File: src/rtl/frame_sync_pkg.sv
// Shared frame-sync definitions: FSM states, the default sync header and a popcount
// helper used by the error-tolerant header compare.
package frame_sync_pkg;

  typedef enum logic [1:0] {SEARCH, PAYLOAD, CHECK} state_e;

  localparam int SYNC_WIDTH = 32;
  localparam logic [SYNC_WIDTH-1:0] SYNC_HEADER_DEFAULT = 32'h1ACFFC1D;

  function automatic int unsigned popcount(input logic [SYNC_WIDTH-1:0] v);
    int unsigned n;
    n = 0;
    for (int i = 0; i < SYNC_WIDTH; i++) begin
      n = n + 32'(v[i]);
    end
    return n;
  endfunction

endpackage

File: src/rtl/sync_word_match.sv
// Header comparator: exact match by default, or up to SYNC_ERR_TOL bit errors
// when FRAME_SYNC_ERR_TOL_EN is defined.
module sync_word_match
  import frame_sync_pkg::*;
#(
  parameter int                    DATA_WIDTH   = 32,
  parameter logic [DATA_WIDTH-1:0] SYNC_HEADER  = SYNC_HEADER_DEFAULT,
  parameter int                    SYNC_ERR_TOL = 2
) (
  input  logic [DATA_WIDTH-1:0] word_i,
  output logic                  match_o
);

`ifdef FRAME_SYNC_ERR_TOL_EN
  assign match_o = (popcount(word_i ^ SYNC_HEADER) <= 32'(SYNC_ERR_TOL));
`else
  assign match_o = (word_i == SYNC_HEADER);
`endif

endmodule

File: src/rtl/frame_sync_detect.sv
// Receive-side frame synchroniser: finds the sync header, strips it, forwards
// BLOCK_SIZE_IN_WORDS payload words per frame and flywheels over missed headers.
// Optional tolerant header match: FRAME_SYNC_ERR_TOL_EN.
module frame_sync_detect
  import frame_sync_pkg::*;
#(
  parameter int                    DATA_WIDTH          = 32,
  parameter logic [DATA_WIDTH-1:0] SYNC_HEADER         = SYNC_HEADER_DEFAULT,
  parameter int                    BLOCK_SIZE_IN_WORDS = 256,
  parameter int                    MISS_LIMIT          = 3,
  parameter int                    SYNC_ERR_TOL        = 2
) (
  input  logic                  clk,
  input  logic                  rst,
  input  logic [DATA_WIDTH-1:0] data_in,
  input  logic                  valid_in,
  output logic                  ready_out,
  output logic [DATA_WIDTH-1:0] data_out,
  output logic                  valid_out,
  input  logic                  ready_in,
  output logic                  last_out,
  output logic                  locked,
  output logic                  sync_miss
);

  localparam int CNT_W  = $clog2(BLOCK_SIZE_IN_WORDS);
  localparam int MISS_W = $clog2(MISS_LIMIT + 1);
  localparam logic [CNT_W-1:0]  LAST_IDX  = CNT_W'(BLOCK_SIZE_IN_WORDS - 1);
  localparam logic [MISS_W-1:0] MISS_MAX  = MISS_W'(MISS_LIMIT);

  state_e                  state_q;
  logic [CNT_W-1:0]        word_cnt_q;
  logic [MISS_W-1:0]       miss_cnt_q;
  logic [MISS_W-1:0]       miss_cnt_d;
  logic [DATA_WIDTH-1:0]   data_out_q;
  logic                    valid_out_q;
  logic                    last_out_q;
  logic                    locked_q;
  logic                    sync_miss_q;

  logic                    hdr_match;
  logic                    in_xfer;
  logic                    out_xfer;
  logic                    load_out;

  sync_word_match #(
    .DATA_WIDTH   (DATA_WIDTH),
    .SYNC_HEADER  (SYNC_HEADER),
    .SYNC_ERR_TOL (SYNC_ERR_TOL)
  ) u_match (
    .word_i  (data_in),
    .match_o (hdr_match)
  );

  // Header words are always consumed; payload words wait for room in the output register.
  assign ready_out  = (state_q == PAYLOAD) ? (!valid_out_q || ready_in) : 1'b1;
  assign in_xfer    = valid_in && ready_out;
  assign out_xfer   = valid_out_q && ready_in;
  assign load_out   = in_xfer && (state_q == PAYLOAD);
  assign miss_cnt_d = miss_cnt_q + 1'b1;

  always_ff @(posedge clk) begin
    if (rst) begin
      state_q     <= SEARCH;
      word_cnt_q  <= '0;
      miss_cnt_q  <= '0;
      data_out_q  <= '0;
      valid_out_q <= 1'b0;
      last_out_q  <= 1'b0;
      locked_q    <= 1'b0;
      sync_miss_q <= 1'b0;
    end else begin
      sync_miss_q <= 1'b0;

      if (load_out) begin
        data_out_q  <= data_in;
        valid_out_q <= 1'b1;
        last_out_q  <= (word_cnt_q == LAST_IDX);
      end else if (out_xfer) begin
        valid_out_q <= 1'b0;
        last_out_q  <= 1'b0;
      end

      if (in_xfer) begin
        case (state_q)
          SEARCH: begin
            if (hdr_match) begin
              state_q    <= PAYLOAD;
              word_cnt_q <= '0;
              miss_cnt_q <= '0;
              locked_q   <= 1'b1;
            end
          end
          PAYLOAD: begin
            if (word_cnt_q == LAST_IDX) begin
              word_cnt_q <= '0;
              state_q    <= CHECK;
            end else begin
              word_cnt_q <= word_cnt_q + 1'b1;
            end
          end
          CHECK: begin
            if (hdr_match) begin
              miss_cnt_q <= '0;
              state_q    <= PAYLOAD;
            end else begin
              sync_miss_q <= 1'b1;
              // Too many misses in a row: drop lock and hunt; otherwise flywheel on.
              if (miss_cnt_d == MISS_MAX) begin
                miss_cnt_q <= '0;
                locked_q   <= 1'b0;
                state_q    <= SEARCH;
              end else begin
                miss_cnt_q <= miss_cnt_d;
                state_q    <= PAYLOAD;
              end
            end
          end
          default: state_q <= SEARCH;
        endcase
      end
    end
  end

  assign data_out  = data_out_q;
  assign valid_out = valid_out_q;
  assign last_out  = last_out_q;
  assign locked    = locked_q;
  assign sync_miss = sync_miss_q;

endmodule

File: config.mk
export PLATFORM = sky130hd
export DESIGN_NAME = frame_sync_detect
export DESIGN_NICKNAME = d
export VERILOG_FILES = /design/src/rtl/frame_sync_pkg.sv /design/src/rtl/sync_word_match.sv /design/src/rtl/frame_sync_detect.sv
export SDC_FILE = /design/constraint.sdc
export NUM_CORES = 1
export LEC_CHECK = 0
export CELL_PAD_IN_SITES_DETAIL_PLACEMENT = 0
export CELL_PAD_IN_SITES_GLOBAL_PLACEMENT = 1
export CORE_ASPECT_RATIO = 1.2
export CORE_UTILIZATION = 28
export DETAILED_ROUTE_END_ITERATION = 8
export PLACE_DENSITY_LB_ADDON = 0.1
export SLEW_MARGIN = 20
export SYNTH_ARGS = -nofsm -noshare
export SYNTH_HDL_FRONTEND = slang
export SYNTH_SLANG_ARGS = --single-unit
File: constraint.sdc
create_clock -name clk -period 1.9 [get_ports clk]
set_input_delay 0.475 -clock clk [delete_from_list [all_inputs] [get_ports clk]]
set_output_delay 0.475 -clock clk [all_outputs]
set_load 0.02 [all_outputs]
==> flow_summary.toml, run 1 <==
[status]
outcome = "complete, no violations"

[place]
globalplace.congestion = 0.765
place_area_um2 = 3070
dp_hpwl_um = 4090
placed_cells = 429
port-buffer-count = 72

[clock_tree]
clock_path_buffers = 2
cts_root_buf = "clkbuf_8"
clkTransAtPathRegs_ns = 0.09
cts_tree = "yes"
clk_latency_ns = 0.30
htree_levels = 2
clkSinkCount = 48
numCtsBuffers = 5

[synth]
synth_fp_nets = 288
synthAdderAreaFrac_pct = 0.616
ys_warn_count = 0
synth-edff-count = 0
ys.flop_type = "dfxtp_1"
syn_area_per_cell_um2 = 8.10
synth_top_family_by_area = "simple AND/OR/NAND/NOR gates"
synth_cells = 251
synth_compound_area_share_pct = 18.9
synthSimpleGateAreaFrac_pct = 29.6
synthMuxAreaShare_pct = 0
ys_ff_latch = 48
synth-seq-area-share_pct = 47.3
synthArstFlopShare_pct = 0
syn_area_um2 = 2030
synth.distinct_cells = 40
synth_xor_area_share_pct = 0

[hold_path]
worstHoldPathType = "flip-flop to flip-flop"
whs_path_depth = 2
min_to = "data_out[31]"
min_from = "data_out[31]"

[layout]
drive_above_1_share_pct = 17.9
diodes = 0
num-nets-final = 387
stdcell_count = 438
stdcell_area_um2 = 3290
final_util_pct = 47.4
fillCellCount = 723
area.growth.synth_to_final_pct = 61.8

[floorplan]
initial_core_util_pct = 29.3
dieArea_um2 = 7600
core_area_um2 = 6940
io_pins = 73
die_w_um = 79.8
rows = 33
die_y_um = 95.3

[setup_path]
critPathRequiredTime_ns = 2.08
crit_path_start_kind = "primary input"
crit_type = "primary input to flip-flop"
cp_slowest_cell = "clkdlybuf4s50_1"
rr_startpoint = "word_cnt_q[0]"
reg2regPathDepth = 8
crit_arrival_ns = 2.02
critPathBufInv = 2
crit_chain = "clkdlybuf4s50_1 > nand4b_1 > nor4_4 > buf_4 > a21oi_4 > o31ai_1 > a21oi_1"
cpPeakStageDelay_ns = 0.47
r2r_end = "word_cnt_q[5]"
endpoint_kind = "flip-flop"
r2r_slack_ns = 0.27
path_delay_family = "buffers and inverters"
worstPathMaxFanout = 7

[timing]
finClkSkew_ns = 0.00547
hold_viol_final = 0
worstMarginPinSlew_ns = 0.243
relSlewSlack_pct = 83.6
finalSetupViolations = 0
period_minus_slack_ns = 1.84
finalCritPeriodShare_pct = 96.6
fmax_mhz = 545
rsz0062_at_grt = "false"
finalMaxSlewViolations = 0
fin_setup_tns_ns = 0

[power]
switching_share_pct = 22.9
p_leak_uw = 0.00120
irDropWorstVdd_mv = 0.329
seq_power_share_pct = 56.9
internal_power_uw = 1360
p_switching_uw = 405
clockPowerShare_pct = 34.2
pwr-share-comb_pct = 8.9
cellPowerDensity_nw_per_um2 = 538

[routing]
drtAntennaViolNets = 0
drc = 0
vias_per_cell = 4.79
wl_per_cell_um = 13.1
routed_wirelength_um = 5720
drt_first_iter_violations = 77
drt_first_pass_iters = 4
via_count = 2096

[global_route]
grt_max_degree = 49
antenna_found_initial = 0
grt_pass1_vias = 2039
overflow = 0
grt_pass1_wl_um = 9520
grt_usage_pct = 16.2

[flow_run]
max-cap-violations = 0
==> repair_timing <==
item,in CTS,in global routing
setup endpoints to repair,13,9
gates resized for setup,9,20
hold buffers,0,0
hold endpoints to repair,0,0
setup buffers,1,0
pin swaps,4,10
==> worst max-delay path by stage <==
stage	from	end	slack, ns	cells past startpoint
final	data_in[23]	word_cnt_q[2]	0.06	7
after global routing	valid_out	valid_out	0.004	1
after CTS	data_in[6]	word_cnt_q[6]	0.01	7
after detailed placement	data_in[31]	word_cnt_q[3]	-0.54	6
after global placement	data_in[31]	word_cnt_q[2]	-0.54	6
after floorplan	data_in[31]	word_cnt_q[2]	0.03	5
==> cells by family after synthesis <==
family,Yosys count
DFF,48
buffers and inverters,17
AOI/OAI and AO/OA,67
and+or+nand+nor,118
adders and majority gates,1
==> metrics by stage <==
step | setup WS [ns] | hold WS (ns) | total power (uW)
after floorplan | 0.0332 | 0.451 | 1060
after global placement | -0.538 | 0.441 | 1180
after detailed placement | -0.539 | 0.447 | 1180
after CTS | 0.0138 | 0.460 | 1790
after global routing | 0.00355 | 0.466 | 1850
final | 0.0639 | 0.456 | 1770
==> worst reg2reg max path, cell delays in order (launching register included) <==
cell     delay, ns
dfxtp_1       0.37
ha_1          0.22
nand4_1       0.19
o21ai_0       0.22
buf_4         0.17
nor2_4        0.04
buf_4         0.14
a21oi_1       0.12
nor3_1        0.05
==> area by class of cell <==
class / instances / area (um2) / share of cell area, %
clock buffers: 5 / 68.8 / 2.09
multi-input cells: 186 / 1100 / 33.5
clock inverters: 3 / 18.8 / 0.571
inverters: 2 / 7.51 / 0.228
well taps: 87 / 109 / 3.31
flip-flops and latches: 48 / 961 / 29.2
repair buffers: 107 / 1020 / 31.0
==> power by group through the flow <==
| stage | Clock (uW) | Sequential (uW) | Combinational (uW) |
|---|---|---|---|
| 2_1_floorplan | 0 | 1030 | 29.7 |
| 3_3_place_gp | 0 | 1030 | 155 |
| 3_5_place_dp | 0 | 1030 | 153 |
| 4_1_cts | 637 | 1010 | 151 |
| 5_1_grt | 674 | 1010 | 171 |
| 6_report | 604 | 1000 | 158 |
==> flip-flops by register name, indices dropped and copies added, names as in the netlist <==
| register | flops |
|---|---|
| miss_cnt_q | 2 |
| word_cnt_q | 8 |
| sync_miss | 1 |
| state_q | 2 |
| data_out | 32 |
| locked | 1 |
| last_out | 1 |
| valid_out | 1 |
==> routing by layer <==
metal  part of all wire [%]  track usage, %  vias up
li1                       -               -     1070
met1                     44            19.2      972
met2                     50            28.2       49
met3                    5.2            4.50        5
met4                   0.93            5.06        0
met5                      0               0        -
==> synthesized netlist by cell type (2+ instances only) <==
cell	number	area share [%]
inv_1	2	0.37
nand4b_1	3	1.3
o31ai_1	2	0.74
nand4_1	2	0.62
buf_1	2	0.37
nor2b_1	3	0.92
dfxtp_1	48	47
a31oi_1	2	0.62
clkbuf_1	8	1.5
nor3_1	5	1.2
nand4bb_1	4	2.2
nor2_1	8	1.5
a21oi_1	47	12
buf_2	4	0.99
nand2b_1	4	1.2
nand2_1	70	13
nand3_1	4	0.99
o21ai_0	6	1.5
and3_1	3	0.92
nand3b_1	3	1.1
or3_1	2	0.62
==> cells in the final DEF, fill, tap and decap left out, types with 2 or more instances in the layout <==
master,synthesis,final
dfxtp_1,48,48
nand4bb_4,0,2
clkdlybuf4s50_1,0,58
nand3b_1,3,3
o31ai_1,2,2
inv_1,2,2
and3_1,3,3
nand3_1,4,4
buf_12,0,2
nand2b_1,4,3
buf_4,1,33
nand4b_1,3,3
a31oi_1,2,2
nand4_1,2,2
nand4bb_1,4,2
nor4_4,1,2
nand2_1,70,69
o21ai_0,6,6
dlymetal6s2s_1,0,8
nor3_1,5,5
nor2b_1,3,2
dlygate4sd2_1,0,4
clkbuf_8,0,5
nor2_1,8,7
a21oi_1,47,46
clkinv_2,0,2
Power figures use the tool's default switching activity.
==> run 2: changes to the inputs <==
Settings changed: SYNTH_HIERARCHICAL set to 1.
==> run 2 against run 1 <==
  * Worst hold slack got worse by 0.049 ns
  * Synthesized area fell by 3.4%
  * Via count fell by 6.4%
  * Global-route usage fell by 0.29 points
  * The flow now finishes with violations (setup timing)
==> flow_summary.toml, run 2 <==
[status]
outcome = "finished, violations left"
violations = "setup timing"

[place]
dp_hpwl_um = 3970
placed_cells = 416
post-place-ws_ns = -0.982
globalplace.congestion = 0.774
port-buffer-count = 72

[floorplan]
dieArea_um2 = 7350
core_area_um2 = 6810
die_y_um = 93.7
io_pins = 73
initial_core_util_pct = 28.8
die_w_um = 78.4
rows = 33

[timing]
relSlewSlack_pct = 71.8
fin_setup_tns_ns = -1.11
finClkSkew_ns = 0.00785
hold_viol_final = 0
setup_slack_ns = -0.175
fmax_mhz = 482
finalCritPeriodShare_pct = 109
worstMarginPinSlew_ns = 0.423
period_minus_slack_ns = 2.07
finalSetupViolations = 8
rsz0062_at_grt = "true"
finalMaxSlewViolations = 0

[setup_path]
crit_path_start_kind = "primary input"
reg2regPathDepth = 6
endpoint_kind = "flip-flop"
cp_slowest_cell = "or3_4"
crit_chain = "buf_8 > nor4bb_4 > nand2_2 > nor4_4 > nor2_2 > or3_4 > buf_6 > or3_1 > a21oi_1"
r2r_slack_ns = 0.21
critPathRequiredTime_ns = 2.13
cpPeakStageDelay_ns = 0.38
crit_type = "primary input to flip-flop"
worstPathMaxFanout = 7
crit_arrival_ns = 2.30
r2r_end = "word_cnt_q[6]"
rr_startpoint = "state_q[1]"

[global_route]
grt_pass1_wl_um = 8930
grt_pass1_vias = 1842
grt_usage_pct = 15.9
grt_max_degree = 41
antenna_found_initial = 0
overflow = 0

[flow_run]
max-cap-violations = 0

[hold_path]
worstHoldPathType = "primary input to flip-flop"
min_from = "data_in[21]"
whs_path_depth = 3
min_to = "data_out[21]"

[layout]
num-nets-final = 376
most-common-layout-cells = "nand2_1, dfxtp_1, a21oi_1, clkdlybuf4s50_1, buf_4"
stdcell_count = 427
drive_above_1_share_pct = 23.8
area.growth.synth_to_final_pct = 59.4
final_common_cell = "nand2_1"
largest_reg_flops = 32
diodes = 0

[routing]
drt_first_iter_violations = 84
drtAntennaViolNets = 0
drt_first_pass_iters = 4
vias_per_cell = 4.59
via_count = 1961
wl_per_cell_um = 12.9
drc = 0
routed_wirelength_um = 5530

[power]
internal_power_uw = 1380
clockPowerShare_pct = 35.5
switching_share_pct = 21.5
seq_power_share_pct = 56.9
p_leak_uw = 0.00115
p_switching_uw = 380
irDropWorstVdd_mv = 0.409
cellPowerDensity_nw_per_um2 = 564
pwr-share-comb_pct = 7.6

[synth]
netlist_top_cells_count = "nand2_1, dfxtp_1, a21oi_1, clkbuf_1, nor2_1"
synth_cells = 239
ys.flop_type = "dfxtp_1"
synth.distinct_cells = 42
synth_fp_nets = 276
synth_top_area_cell = "dfxtp_1"
synth-edff-count = 0
syn_area_per_cell_um2 = 8.21
ys_ff_latch = 48
ys_warn_count = 6
synth-seq-area-share_pct = 49.0
synth_top_cell_area_share_pct = 49.0
syn_area_um2 = 1960
yosysMostFrequentCell = "nand2_1"
synthArstFlopShare_pct = 0
yosys-top-cells-area = "dfxtp_1, nand2_1, a21oi_1, clkbuf_1, nor2_1"

[clock_tree]
cts_tree = "yes"
htree_levels = 2
clock_path_buffers = 2
clk_latency_ns = 0.30
numCtsBuffers = 5
cts_hold_buf = 0
cts_root_buf = "clkbuf_8"
clkTransAtPathRegs_ns = 0.09
clkSinkCount = 48
[run 2: worst max-delay path: cells and delay by family]
| kind | cells | cell delay, ns |
|---|---|---|
| simple gates | 6 | 1.46 |
| buf+inv | 2 | 0.24 |
| compound gates | 1 | 0.12 |
[run 2: how the worst max path moves through the flow]
| stage | startpoint | end | cells past startpoint |
|---|---|---|---|
| floorplan | data_in[30] | word_cnt_q[5] | 8 |
| global placement | data_in[4] | word_cnt_q[6] | 10 |
| detailed placement | data_in[4] | word_cnt_q[5] | 9 |
| CTS | data_in[21] | word_cnt_q[6] | 9 |
| global route | data_in[13] | word_cnt_q[6] | 8 |
| finish | data_in[5] | word_cnt_q[6] | 9 |
[run 2: layout make-up]
cell class                      count  area (um2)
Clock buffer                        8        90.1
Inverter                            2        7.51
Sequential cell                    48         961
Multi-Input combinational cell    176        1010
Timing Repair Buffer              106         950
Tap cell                           87         109
Fill cell                         720        3680
[run 2: metal layers]
layer	vias to the layer above	GRT usage, %	share of wire [%]	wire (um)
met5	-	0	0	0
met4	0	6.64	1.9	107
met3	7	3.69	4.5	251
met2	43	28.0	50	2770
met1	895	18.4	43	2400
li1	1016	-	-	-
[run 2: what timing repair did]
| action | CTS | global route |
|---|---|---|
| endpoints found under the hold margin | 0 | 0 |
| pin swaps | 18 | 11 |
| endpoints found under the setup margin | 14 | 11 |
| setup buffers | 2 | 2 |
| gates resized for setup | 82 | 40 |
[run 2: cell families (layout without fill, tap and decap cells)]
group                      after synthesis  in the layout  synth area share (%)
AOI/OAI and AO/OA                       51             51                  14.3
xor gates and xnor gates                 4              4                  1.79
adders and majority gates                1              1                 0.638
buffers and inverters                   15            116                  3.25
DFF                                     48             48                  49.0
muxes                                    1              1                 0.510
and+or+nand+nor                        119            119                  30.5
[run 2: power by group through the flow]
stage                     registers [uW]  clock network, uW  logic, uW
final                               1000                626        134
after global routing                1010                708        146
after CTS                           1000                663        126
after detailed placement            1030                  0        145
after global placement              1030                  0        146
after floorplan                     1030                  0       27.5
[run 2: stage by stage]
stage          instance area (um2)  total power (uW)  hold WS [ns]  util (%)
6_report                      3130              1760         0.407      45.9
5_1_grt                       3130              1860         0.398      45.9
4_1_cts                       3090              1790         0.391      45.3
3_5_place_dp                  3010              1170         0.448      44.2
3_3_place_gp                  3010              1170         0.442      44.2
2_1_floorplan                 1980              1060         0.468         -
